[src/rtl/prediction_update_buffer.sv]
// Branch-predictor table write-back buffer: counter update plus DEPTH-entry FIFO.
// Optional same-entry merging of back-to-back updates: `define PRED_UPD_MERGE_EN.
module prediction_update_buffer #(
  parameter int NUM_PRED    = 3,
  parameter int ADDR_WIDTH  = 3,
  parameter int INDEX_WIDTH = 2,
  parameter int STAT_WIDTH  = 5,
  parameter int TREND_WIDTH = 3,
  parameter int DEPTH       = 4
) (
  input  logic                            clk,
  input  logic                            rst,
  input  logic                            flush,
  input  logic                            upd_valid,
  output logic                            upd_ready,
  input  logic [ADDR_WIDTH-1:0]           upd_addr,
  input  logic                            upd_taken,
  input  logic [NUM_PRED*INDEX_WIDTH-1:0] upd_index,
  input  logic [NUM_PRED*STAT_WIDTH-1:0]  upd_stat,
  input  logic [NUM_PRED*TREND_WIDTH-1:0] upd_trend,
  output logic                            wr_valid,
  input  logic                            wr_ready,
  output logic [ADDR_WIDTH-1:0]           wr_addr,
  output logic [NUM_PRED*INDEX_WIDTH-1:0] wr_index,
  output logic [NUM_PRED*STAT_WIDTH-1:0]  wr_stat,
  output logic [NUM_PRED*TREND_WIDTH-1:0] wr_trend,
  output logic [NUM_PRED-1:0]             wr_stat_en,
  output logic                            wr_clear,
  output logic [$clog2(DEPTH+1)-1:0]      count
);

  localparam int PW = $clog2(DEPTH);
  localparam int CW = $clog2(DEPTH+1);
  localparam int IW = NUM_PRED*INDEX_WIDTH;
  localparam int SW = STAT_WIDTH;
  localparam int TW = TREND_WIDTH;

  localparam logic signed [SW-1:0] SMAX = {1'b0, {(SW-1){1'b1}}};
  localparam logic signed [SW-1:0] SMIN = {1'b1, {(SW-1){1'b0}}};
  localparam logic signed [TW-1:0] TMAX = {1'b0, {(TW-1){1'b1}}};
  localparam logic signed [TW-1:0] TNEG = -TMAX;

  logic [ADDR_WIDTH-1:0]  r_addr  [DEPTH];
  logic [IW-1:0]          r_index [DEPTH];
  logic [NUM_PRED*SW-1:0] r_stat  [DEPTH];
  logic [NUM_PRED*TW-1:0] r_trend [DEPTH];
  logic [NUM_PRED-1:0]    r_en    [DEPTH];
  logic [DEPTH-1:0]       r_clear;
  logic [PW-1:0]          r_wp;
  logic [PW-1:0]          r_rp;
  logic [CW-1:0]          r_count;

  logic                   w_push;
  logic                   w_pop;
  logic                   w_merge;
  logic                   w_alloc;
  logic [PW-1:0]          w_young;
  logic [NUM_PRED*SW-1:0] w_base_stat;
  logic [NUM_PRED*TW-1:0] w_base_trend;
  logic [NUM_PRED*SW-1:0] w_new_stat;
  logic [NUM_PRED*TW-1:0] w_new_trend;
  logic [NUM_PRED-1:0]    w_new_en;
  logic                   w_new_clear;

  assign upd_ready = (r_count != CW'(DEPTH));
  assign wr_valid  = (r_count != '0);
  assign w_push    = upd_valid && upd_ready;
  assign w_pop     = wr_valid && wr_ready;
  assign w_young   = r_wp - 1'b1;

`ifdef PRED_UPD_MERGE_EN
  logic w_match;
  // The youngest slot is only mergeable if it is not leaving this cycle.
  assign w_match = wr_valid
                && (upd_addr == r_addr[w_young])
                && (upd_index == r_index[w_young])
                && !(w_pop && r_count == CW'(1));
  assign w_merge      = w_push && w_match;
  assign w_base_stat  = w_merge ? r_stat[w_young]  : upd_stat;
  assign w_base_trend = w_merge ? r_trend[w_young] : upd_trend;
`else
  assign w_merge      = 1'b0;
  assign w_base_stat  = upd_stat;
  assign w_base_trend = upd_trend;
`endif

  assign w_alloc = w_push && !w_merge;

  for (genvar g = 0; g < NUM_PRED; g++) begin : g_pred
    logic                 w_fail;
    logic                 w_ovf;
    logic signed [SW-1:0] w_s;
    logic signed [TW-1:0] w_t;
    logic signed [TW-1:0] w_tn;

    assign w_fail = upd_taken != upd_index[g*INDEX_WIDTH + INDEX_WIDTH-1];
    assign w_s    = w_base_stat[g*SW +: SW];
    assign w_t    = w_base_trend[g*TW +: TW];
    assign w_ovf  = w_fail ? (w_s == SMAX) : (w_s == SMIN);

    always_comb begin
      w_tn = w_t;
      if (w_fail) w_tn = (w_t <= TNEG) ? TNEG : w_t - 1'b1;
      else        w_tn = (w_t >= TMAX) ? TMAX : w_t + 1'b1;
    end

    assign w_new_stat[g*SW +: SW]  = w_fail ? w_s + 1'b1 : w_s - 1'b1;
    assign w_new_trend[g*TW +: TW] = w_tn;
    assign w_new_en[g]             = !w_ovf;
  end

  assign w_new_clear = ~&w_new_en;

  always_ff @(posedge clk) begin
    if (rst) begin
      for (int i = 0; i < DEPTH; i++) begin
        r_addr[i]  <= '0;
        r_index[i] <= '0;
        r_stat[i]  <= '0;
        r_trend[i] <= '0;
        r_en[i]    <= '0;
      end
      r_clear <= '0;
      r_wp    <= '0;
      r_rp    <= '0;
      r_count <= '0;
    end else if (flush) begin
      r_wp    <= '0;
      r_rp    <= '0;
      r_count <= '0;
    end else begin
      if (w_pop) r_rp <= r_rp + 1'b1;
      if (w_alloc) begin
        r_addr[r_wp]  <= upd_addr;
        r_index[r_wp] <= upd_index;
        r_stat[r_wp]  <= w_new_stat;
        r_trend[r_wp] <= w_new_trend;
        r_en[r_wp]    <= w_new_en;
        r_clear[r_wp] <= w_new_clear;
        r_wp          <= r_wp + 1'b1;
      end else if (w_merge) begin
        r_stat[w_young]  <= w_new_stat;
        r_trend[w_young] <= w_new_trend;
        r_en[w_young]    <= r_en[w_young] & w_new_en;
        r_clear[w_young] <= r_clear[w_young] | w_new_clear;
      end
      unique case ({w_alloc, w_pop})
        2'b10:   r_count <= r_count + 1'b1;
        2'b01:   r_count <= r_count - 1'b1;
        default: r_count <= r_count;
      endcase
    end
  end

  assign wr_addr    = r_addr[r_rp];
  assign wr_index   = r_index[r_rp];
  assign wr_stat    = r_stat[r_rp];
  assign wr_trend   = r_trend[r_rp];
  assign wr_stat_en = r_en[r_rp];
  assign wr_clear   = r_clear[r_rp];
  assign count      = r_count;

endmodule

[config.mk]
export PLATFORM = sky130hd
export DESIGN_NAME = prediction_update_buffer
export DESIGN_NICKNAME = d
export VERILOG_FILES = /design/src/rtl/prediction_update_buffer.sv
export SDC_FILE = /design/constraint.sdc
export NUM_CORES = 1
export LEC_CHECK = 0
export ABC_CLOCK_PERIOD_IN_PS = 2350
export CORE_MARGIN = 3
export CORE_UTILIZATION = 40
export DETAILED_ROUTE_END_ITERATION = 6
export PLACE_DENSITY_LB_ADDON = 0.1
export SLEW_MARGIN = 10
export SYNTH_ARGS = -nofsm -noshare
export SYNTH_HDL_FRONTEND = slang
export SYNTH_SLANG_ARGS = --single-unit
[constraint.sdc]
create_clock -name clk -period 2.35 [get_ports clk]
set_clock_uncertainty 0.2 [all_clocks]
set_input_delay 0.235 -clock clk [delete_from_list [all_inputs] [get_ports clk]]
set_output_delay 0.235 -clock clk [all_outputs]
set_load 0.1 [all_outputs]
=== After elaboration in Yosys (flattened, before gate mapping) ===
Memories as Yosys holds them, arrays and structs flattened. A register that Yosys moved wholly into a read port is not among the register bits.
Cells that the tools add are included.

* $add $sub $neg: 16
* Eq/ne operators: 12
* Bitwise gates (word level): 1
* Mux-type cells: 52
* Reductions and logical operators: 17
* Order comparisons: 9

{| class="wikitable"
|+ Operators by type and width
! kind !! number
|-
| 3-bit 2-to-1 mux || 11
|-
| 5-bit == test (second input constant) || 6
|-
| 2-bit 2-to-1 mux || 15
|-
| 1-bit 2-to-1 mux || 16
|-
| 5-bit by 1-bit adder with 5-bit output (second input constant) || 3
|-
| 15-bit 2-to-1 mux || 1
|-
| 5-bit 2-to-1 mux || 3
|-
| 15-bit OR reduction || 1
|-
| 5-bit by 1-bit subtractor with 5-bit output (second input constant) || 3
|-
| 3-bit by 1-bit adder with 3-bit output (second input constant) || 4
|-
| 3-bit by 1-bit subtractor with 3-bit output (second input constant) || 4
|-
| 3-bit >= comparator (second input constant) || 3
|-
| 3-bit less-or-equal comparator (second input constant) || 3
|-
| 9-bit 2-to-1 mux || 1
|-
| 9-bit OR reduction || 1
|-
| 2-bit by 3-bit < comparator with 1-bit output (second input constant) || 2
|-
| 6-bit 2-to-1 mux || 1
|-
| 3-bit case mux with 2 select lines || 1
|-
| 3-bit OR reduction || 2
|-
| 6-bit OR reduction || 1
|-
| 2-bit by 1-bit adder with 2-bit output (second input constant) || 2
|-
| 4-bit bitwise mux || 1
|-
| 1-bit logical NOT || 4
|-
| 1-bit logical AND || 3
|-
| 13 further kinds || 15
|}

* Bits in writable memories: 144
* Memories kept: 5
* Input bits: 39
* Register bits: 11
* Output and inout bits: 42

{| class="wikitable"
|+ Memory list
! memory !! words !! bits a word !! read ports !! clocked after Yosys merged registers in !! wr ports !! RTL line !! RTL
|-
| r_stat || 4 || 15 || 1 || 1 || 4 || 45 || <nowiki>logic [NUM_PRED*SW-1:0] r_stat [DEPTH];</nowiki>
|-
| r_trend || 4 || 9 || 1 || 1 || 4 || 46 || <nowiki>logic [NUM_PRED*TW-1:0] r_trend [DEPTH];</nowiki>
|-
| r_index || 4 || 6 || 1 || 1 || 4 || 44 || <nowiki>logic [IW-1:0] r_index [DEPTH];</nowiki>
|-
| r_addr || 4 || 3 || 1 || 1 || 4 || 43 || <nowiki>logic [ADDR_WIDTH-1:0] r_addr [DEPTH];</nowiki>
|-
| r_en || 4 || 3 || 1 || 1 || 4 || 47 || <nowiki>logic [NUM_PRED-1:0] r_en [DEPTH];</nowiki>
|}

=== Longest topological paths before layout ===
Gate-level depths: netlist of run 1.

* Word-level depth: 8
* Gate-level depth with buffers: 9

=== Least setup slack after synthesis of run 1 ===
Ideal clock, no wire load.

* Kind: reg-to-reg
* Start: register r_count[0] (netlist: count[0])
* End: memory r_addr[2][0], enable pin
* Setup slack: -1334 ps
* Library setup time: 399 ps
* Stages on the path, launching flop included: 7
* Arrival: 3086 ps
* Path through: dfxtp_1 or3b_1 buf_2 and3_1 buf_6 nand3_4 nand2b_1

{| class="wikitable"
|+ RTL lines
! what !! RTL line !! RTL
|-
| from (decl) || 51 || <nowiki>logic [CW-1:0] r_count;</nowiki>
|-
| from (signal assigned) || 148 || <nowiki>2'b10: r_count <= r_count + 1'b1;</nowiki>
|-
| from (signal assigned) || 149 || <nowiki>2'b01: r_count <= r_count - 1'b1;</nowiki>
|-
| from (signal assigned) || 150 || <nowiki>default: r_count <= r_count;</nowiki>
|-
| to (decl) || 43 ||
|}

==> run metrics, run 1 <==
outcome=completed; busiest grt layer=met2; critical path cell sequence=buf_16, mux4_2, buf_12; critical path's largest stage delay=between 0.5 and 0.6 ns; Worst EP required=1.91 ns; Worst slew margin=approximately 72%; initial antenna violation count=0; period utilisation layout=97.3%; LEAKAGE=about 4.0 nW; Power, Total=about 7.3 mW; synthesized netlist net count=624; Hold EP=r_index[2][1]; Synth Register Bits=between 150 and 200; Main synth FF type=edfxtp_1; wire length of the first global-routing pass=between 20 and 30 mm; Yosys top cell by area=edfxtp_1; worst skew pair latency=roughly 0.42 ns; Die Y=roughly 150 µm; sw frac=about a quarter; Root Buffer=clkbuf_16; DP HPWL=between 10 and 15 mm; CTS tree=built; syn avg cell area=between 10 and 15 µm²; htree depth=4; r2r setup slk=around 0.090 ns; die width=about 150 µm; Initial DRT Pass Iterations=4; Sink Count=approximately 160; GR Overflow Total=0; Final Net Count=around 770; FF-to-FF path depth=8; Switching Power=~1.9 mW; Setup crit start kind=flop; Gate power share=between 20 and 25%; post-synthesis cell area=between 7000 and 8000 µm²; EDFF count, synth=144; area delta synth->final=34.2%; post-layout minimum cycle time=roughly 2.3 ns; final worst slack=roughly 0.063 ns; worst-path fanout max=18; Initial DRC Count=about 300; placed cell count=940; Initial Util=41.1%; register share of total power=44.3%; number of global-route vias before repair=between 5000 and 6000; core area=approximately 19000 µm²; Yosys cell types=47; gpl congestion=around 0.87; RSZ-0062 raised after global routing=true; final-report max-slew violation count=0; critical path arrival=approximately 1.9 ns; Crit Path Category=flop to output pin; die area=about 21000 µm²; GR Util met3=between 3 and 4%; Final Hold Vio Count=0; total CTS buffers=17; top-area cell type share of the netlist area=between 50% and 60%; crit end category=output pin; synth top area cells=edfxtp_1 (56%), mux4_2 (11%), ha_1 (4.5%); row count=50; Min Hold Slack=~0.11 ns; RR Startpoint=count[0]; vias per inst=just over 5; Residual DRC=0; peak supply drop=561 µV; post-route insts no fill=973; internal power=around 5.3 mW; diode count=0; routed vias=roughly 5000; launch point of the worst hold path=upd_index[1]; final wirelength=approximately 18 mm; Clock transition at path regs=about 0.06 ns; Worst path slowest cell=mux4_2; Synth Warn #=0; Synth async-reset ratio=0%; share of layout cells above drive strength 1=28.8%; met1 Use GR=a little under a quarter; Place WS=-0.436 ns; r2r endpoint=count[2]; maximum number of pins on one net before global-route repair=37; gr usage total=17.9%; Clk pwr share=35.3%; DRT antenna net count=0; Max Buffers Root-to-Sink=2; M2 GR Usage=a little under a third; Mapped Cells=553; io pins=81; drt wl/cell=18.5 µm; worst slew pin tran=0.418 ns; fin util=a little under three fifths; HP Class=primary input to flop; Hold Path Stages=2; post-synthesis sequential area ratio=between 50% and 60%; max_cap viols=0; Port Buffers=80; Max Fclk=437 MHz; final setup violation count=0; power per cell area=between 600 and 700 nW/µm²
[layout make-up]
| class | instances | area, µm² |
|---|---|---|
| fill | 1575 | 8440 |
| clock buffer | 20 | 437 |
| tap | 260 | 325 |
| multi-input combinational | 349 | 2990 |
| clock inverter | 11 | 101 |
| timing repair buffer | 155 | 1860 |
| inverter | 21 | 81.3 |
| sequential | 157 | 4600 |
[Yosys cell counts, drive strengths merged (2+ instances only)]
cell type  count
buf           13
o31ai          4
nor2          85
nor3          16
o31a           2
edfxtp       144
xnor2         16
a21oi         34
xor2           9
or3            3
clkbuf        13
ha            28
mux2i          3
inv           20
mux4          37
dfxtp         13
fa             4
a211oi         4
and3           7
nand2b         5
and2          46
nand3          7
nor2b          6
a311oi         4
nand2          7
a21o           5
o21ai          7
[worst max-delay path by stage]
stage | from | to | slack [ns]
detailed placement | upd_index[5] | r_stat[0][14] | -0.44
floorplan | count[2] | count[2] | -0.17
CTS | upd_index[5] | r_stat[0][14] | -0.02
finish | flop | wr_stat[11] | 0.06
global route | flop | wr_stat[3] | -0.02
global placement | upd_index[5] | r_stat[0][14] | -0.40
[cells by family after synthesis]
logic type / after synthesis / synth area share, %
AND/OR/NAND/NOR: 185 / 12.3
multiplexers: 40 / 11.2
XOR/XNOR: 25 / 3.31
buffers and inverters: 47 / 3.09
adder cells (fa/ha/maj): 32 / 5.56
AO/OA/AOI/OAI: 67 / 5.40
flip-flops: 157 / 59.2
[power by group through the flow]
| stage | combinational (mW) | sequential [mW] | clock, mW |
|---|---|---|---|
| 2_1_floorplan | 0.864 | 3.27 | 0 |
| 3_3_place_gp | 1.47 | 3.26 | 0 |
| 3_5_place_dp | 1.49 | 3.27 | 0 |
| 4_1_cts | 1.49 | 3.21 | 2.60 |
| 5_1_grt | 1.58 | 3.22 | 2.72 |
| 6_report | 1.48 | 3.21 | 2.56 |
[what timing repair did]
item / CTS / global route
resized for setup: 3 / 4
hold buffers: 0 / 0
pin swaps: 0 / 1
gates cloned: 1 / 0
endpoints found under the setup margin: 25 / 31
buffers inserted: 0 / 1
[worst max-delay path: cells and delay by family, from the launching register on]
| family | cells | cell delay [ns] |
|---|---|---|
| mux | 1 | 0.59 |
| flops | 1 | 0.42 |
| buf+inv | 2 | 0.40 |
[state kept, by name (all words and copies together) (netlist names), named ones only]
| name | cells |
|---|---|
| r_en | 12 |
| r_stat | 60 |
| r_rp | 2 |
| r_trend | 36 |
| r_wp | 2 |
| r_index | 24 |
| r_addr | 12 |
| count | 3 |
| r_clear | 4 |
[through the flow]
| step | TNS [ns] | instance area (µm²) |
|---|---|---|
| 3_5_place_dp | -17.62 | 9790 |
| 5_1_grt | -0.0283 | 10400 |
| 4_1_cts | -0.0277 | 10400 |
| 2_1_floorplan | -0.216 | 7830 |
| 6_report | 0 | 10400 |
| 3_3_place_gp | -13.64 | 9790 |
[cell usage in the layout, fill, tap and decap left out, types with 9 or more instances in the layout]
master             n
a21oi_1           34
nor3_1            16
buf_12            44
mux4_2            37
clkdlybuf4s50_1   35
nor2_1            85
ha_1              27
buf_4             71
clkbuf_16         17
edfxtp_1         144
dfxtp_1            9
and2_1            46
xnor2_1           13
inv_1             17
[per-layer routing]
layer,part of all wire [%],vias up,wire (µm)
met4,1.1,0,191
met1,43,2453,7750
li1,-,2337,-
met3,4.9,16,888
met2,51,128,9190
met5,0,-,0
No activity file was read; power rests on OpenSTA's default activity.
==> run 2: changes to the inputs <==
--- a/config.mk
+++ b/config.mk
@@ -5,7 +5,7 @@
 export SDC_FILE = /design/constraint.sdc
 export NUM_CORES = 1
 export LEC_CHECK = 0
-export ABC_CLOCK_PERIOD_IN_PS = 2350
+export ABC_CLOCK_PERIOD_IN_PS = 2600
 export CORE_MARGIN = 3
 export CORE_UTILIZATION = 40
 export DETAILED_ROUTE_END_ITERATION = 6
==> constraint.sdc (replaced) <==
create_clock -name clk -period 2.6 [get_ports clk]
set_clock_uncertainty 0.2 [all_clocks]
set_input_delay 0.26 -clock clk [delete_from_list [all_inputs] [get_ports clk]]
set_output_delay 0.26 -clock clk [all_outputs]
set_load 0.1 [all_outputs]
==> run 2 against run 1 <==
Against the previous run: final cell count shrank 1.8%; largest power group unchanged; die area unchanged; clock power is 3% lower; non-clock buffer count shrank 19; global-route usage is 0.33 points lower; design area is 1.3% lower.
==> run metrics, run 2 (synthesis results as in run 1) <==
outcome=completed; total CTS buffers=17 (unchanged); post-layout minimum cycle time=between 2 and 2.5 ns; Fin Setup TNS=0 ns (unchanged); Initial DRC Count=329 (+8.9%); CTS tree=built; die width=145 µm (unchanged); Port Buffers=80 (unchanged); CTS resizes=0 (-3); critical path cell sequence=clkdlybuf4s50_1, xor2_4, inv_4, ha_1, and2b_1, o21a_1, or3_4, a211oi_1; peak supply drop=448 µV (-20%); Initial Util=41.1% (unchanged); crit path to=r_stat[0][14]; GR Overflow Total=0 (unchanged); Root Buffer=clkbuf_16; drt wl/cell=18.8 µm (+1.6%); number of global-route vias before repair=5203 (-1.6%); Worst path slowest cell=clkdlybuf4s50_1; row count=50 (unchanged); critical path's largest stage delay=0.61 ns (+0.02 ns); Worst EP required=2.64 ns (+0.73 ns); final wirelength=18.0 mm (-0.32%); Worst slew margin=65.5% (-6.5 points); htree depth=4 (unchanged); r2r endpoint=count[2]; power per cell area=655 nW/µm² (-6.2%); routed vias=4913 (-0.43%); cts hold-fix bufs=0 (unchanged); Min Hold Slack=0.309 ns (+0.202 ns); Residual DRC=0 (unchanged); Crit Path Category=primary input to flop; die area=21100 µm² (unchanged); Clock transition at path regs=0.07 ns (about the same); setup repair bufs after CTS=0 (unchanged); Top reg by flops=r_stat; FF-to-FF path depth=8 (unchanged); final setup violation count=0 (unchanged); most common cell after layout, fill and taps aside=edfxtp_1; CP Launch Point=upd_index[5]; Final Hold Vio Count=0 (unchanged); vias per inst=5.14 (+1.5%); maximum number of pins on one net before global-route repair=41 (+11%); Max Buffers Root-to-Sink=2 (unchanged); biggest regs=r_stat x60, r_trend x36, r_index x24; wire length of the first global-routing pass=28.3 mm (-2.3%); area delta synth->final=32.5%; initial antenna violation count=0 (unchanged); crit end category=flop; gr usage total=17.6% (-0.33 points); core area=18800 µm² (unchanged); FILL cells=1576 (+0.063%); io pins=81 (unchanged); Sink Count=157 (unchanged); r2r setup slk=0.23 ns (+0.14 ns); share of layout cells above drive strength 1=28.1% (-0.69 points); HP Class=flop to flop; Setup crit start kind=primary input; worst slew pin tran=0.518 ns (+0.0999 ns); DP HPWL=11.6 mm (-2.9%); critical path arrival=2.52 ns (+0.67 ns); LEAKAGE=3.92 nW (-2.5%); RR Startpoint=count[0]; max_cap viols=0 (unchanged); cell count along the critical path=8 (+5); Die Y=145 µm (unchanged); final-report max-slew violation count=0 (unchanged); worst path bufs/invs=2 (unchanged); worst skew pair latency=0.42 ns (about the same); period utilisation layout=around 95%; cell family with most CP delay=buffers and inverters; worst-path fanout max=5 (-13); diode count=0 (unchanged); DRT antenna net count=0 (unchanged); max reg flops=60 (unchanged); RSZ-0062 raised after global routing=false; commonest cells after routing, fill and taps aside=edfxtp_1 (144), nor2_1 (85), buf_4 (53); Final Net Count=753 (-2.5%); Initial DRT Pass Iterations=5 (+1); gpl congestion=0.857 (-1.8%); Max Fclk=approximately 400 MHz
run 2: changes by cell type in the layout (fill, tap and decap cells not counted), moves of 2 or more:
cell             previous run  this run
clkinv_4                    0         3
dfxtp_2                     0         3
clkinv_1                    6         1
clkdlybuf4s50_1            35        37
clkinvlp_4                  1         3
clkbuf_1                    3         0
buf_4                      71        53
dlymetal6s2s_1              3         1
buf_16                      2         0
inv_6                       0         5
dfxtp_4                     4         2
run 2: metrics by stage:
step	power [mW]	utilization, %	worst slack, ns	instances	instance area (µm²)
after floorplan	3.74	-	0.00729	553	7810
after global placement	4.26	51.2	-0.305	923	9650
after detailed placement	4.29	51.2	-0.398	923	9650
after CTS	6.77	54.3	0.0265	955	10200
after global routing	6.96	54.5	0.0467	955	10300
final	6.72	54.5	0.129	955	10300
run 2: worst min-delay path by stage:
stage,startpoint,end,slack [ns],cells past startpoint
after CTS,r_clear[3],r_clear[3],0.31,2
after detailed placement,r_clear[3],r_clear[3],0.30,2
after global placement,r_clear[0],r_clear[0],0.29,2
after global routing,r_clear[2],r_clear[2],0.34,2
final,r_clear[2],r_clear[2],0.31,2
after floorplan,upd_valid,r_wp[1],0.22,2
run 2: tightest hold or removal path, stage by stage, from the launching register on:
cell	delay, ns
dfxtp_1	0.31
nor2_1	0.10
a311oi_1	0.05
run 2: layer usage:
metal	global-route usage, %	up-vias	part of all wire, %
met2	29.2	153	50
li1	-	2308	-
met5	0	-	0
met3	3.87	22	4.9
met1	22.7	2430	43
met4	6.55	0	1.7
run 2: cell type report:
type                            instances  area, µm²  area share [%]
Timing Repair Buffer                  136       1680            16.4
Clock inverter                         15        163            1.59
Multi-Input combinational cell        349       2980            29.1
Clock buffer                           17        425            4.15
Tap cell                              260        325            3.17
Sequential cell                       157       4600            44.8
Inverter                               21       81.3           0.793
run 2: where the power goes:
group	internal, mW	switching, mW
logic	0.535	0.791
registers	2.87	0.0325
clock network	1.43	1.06
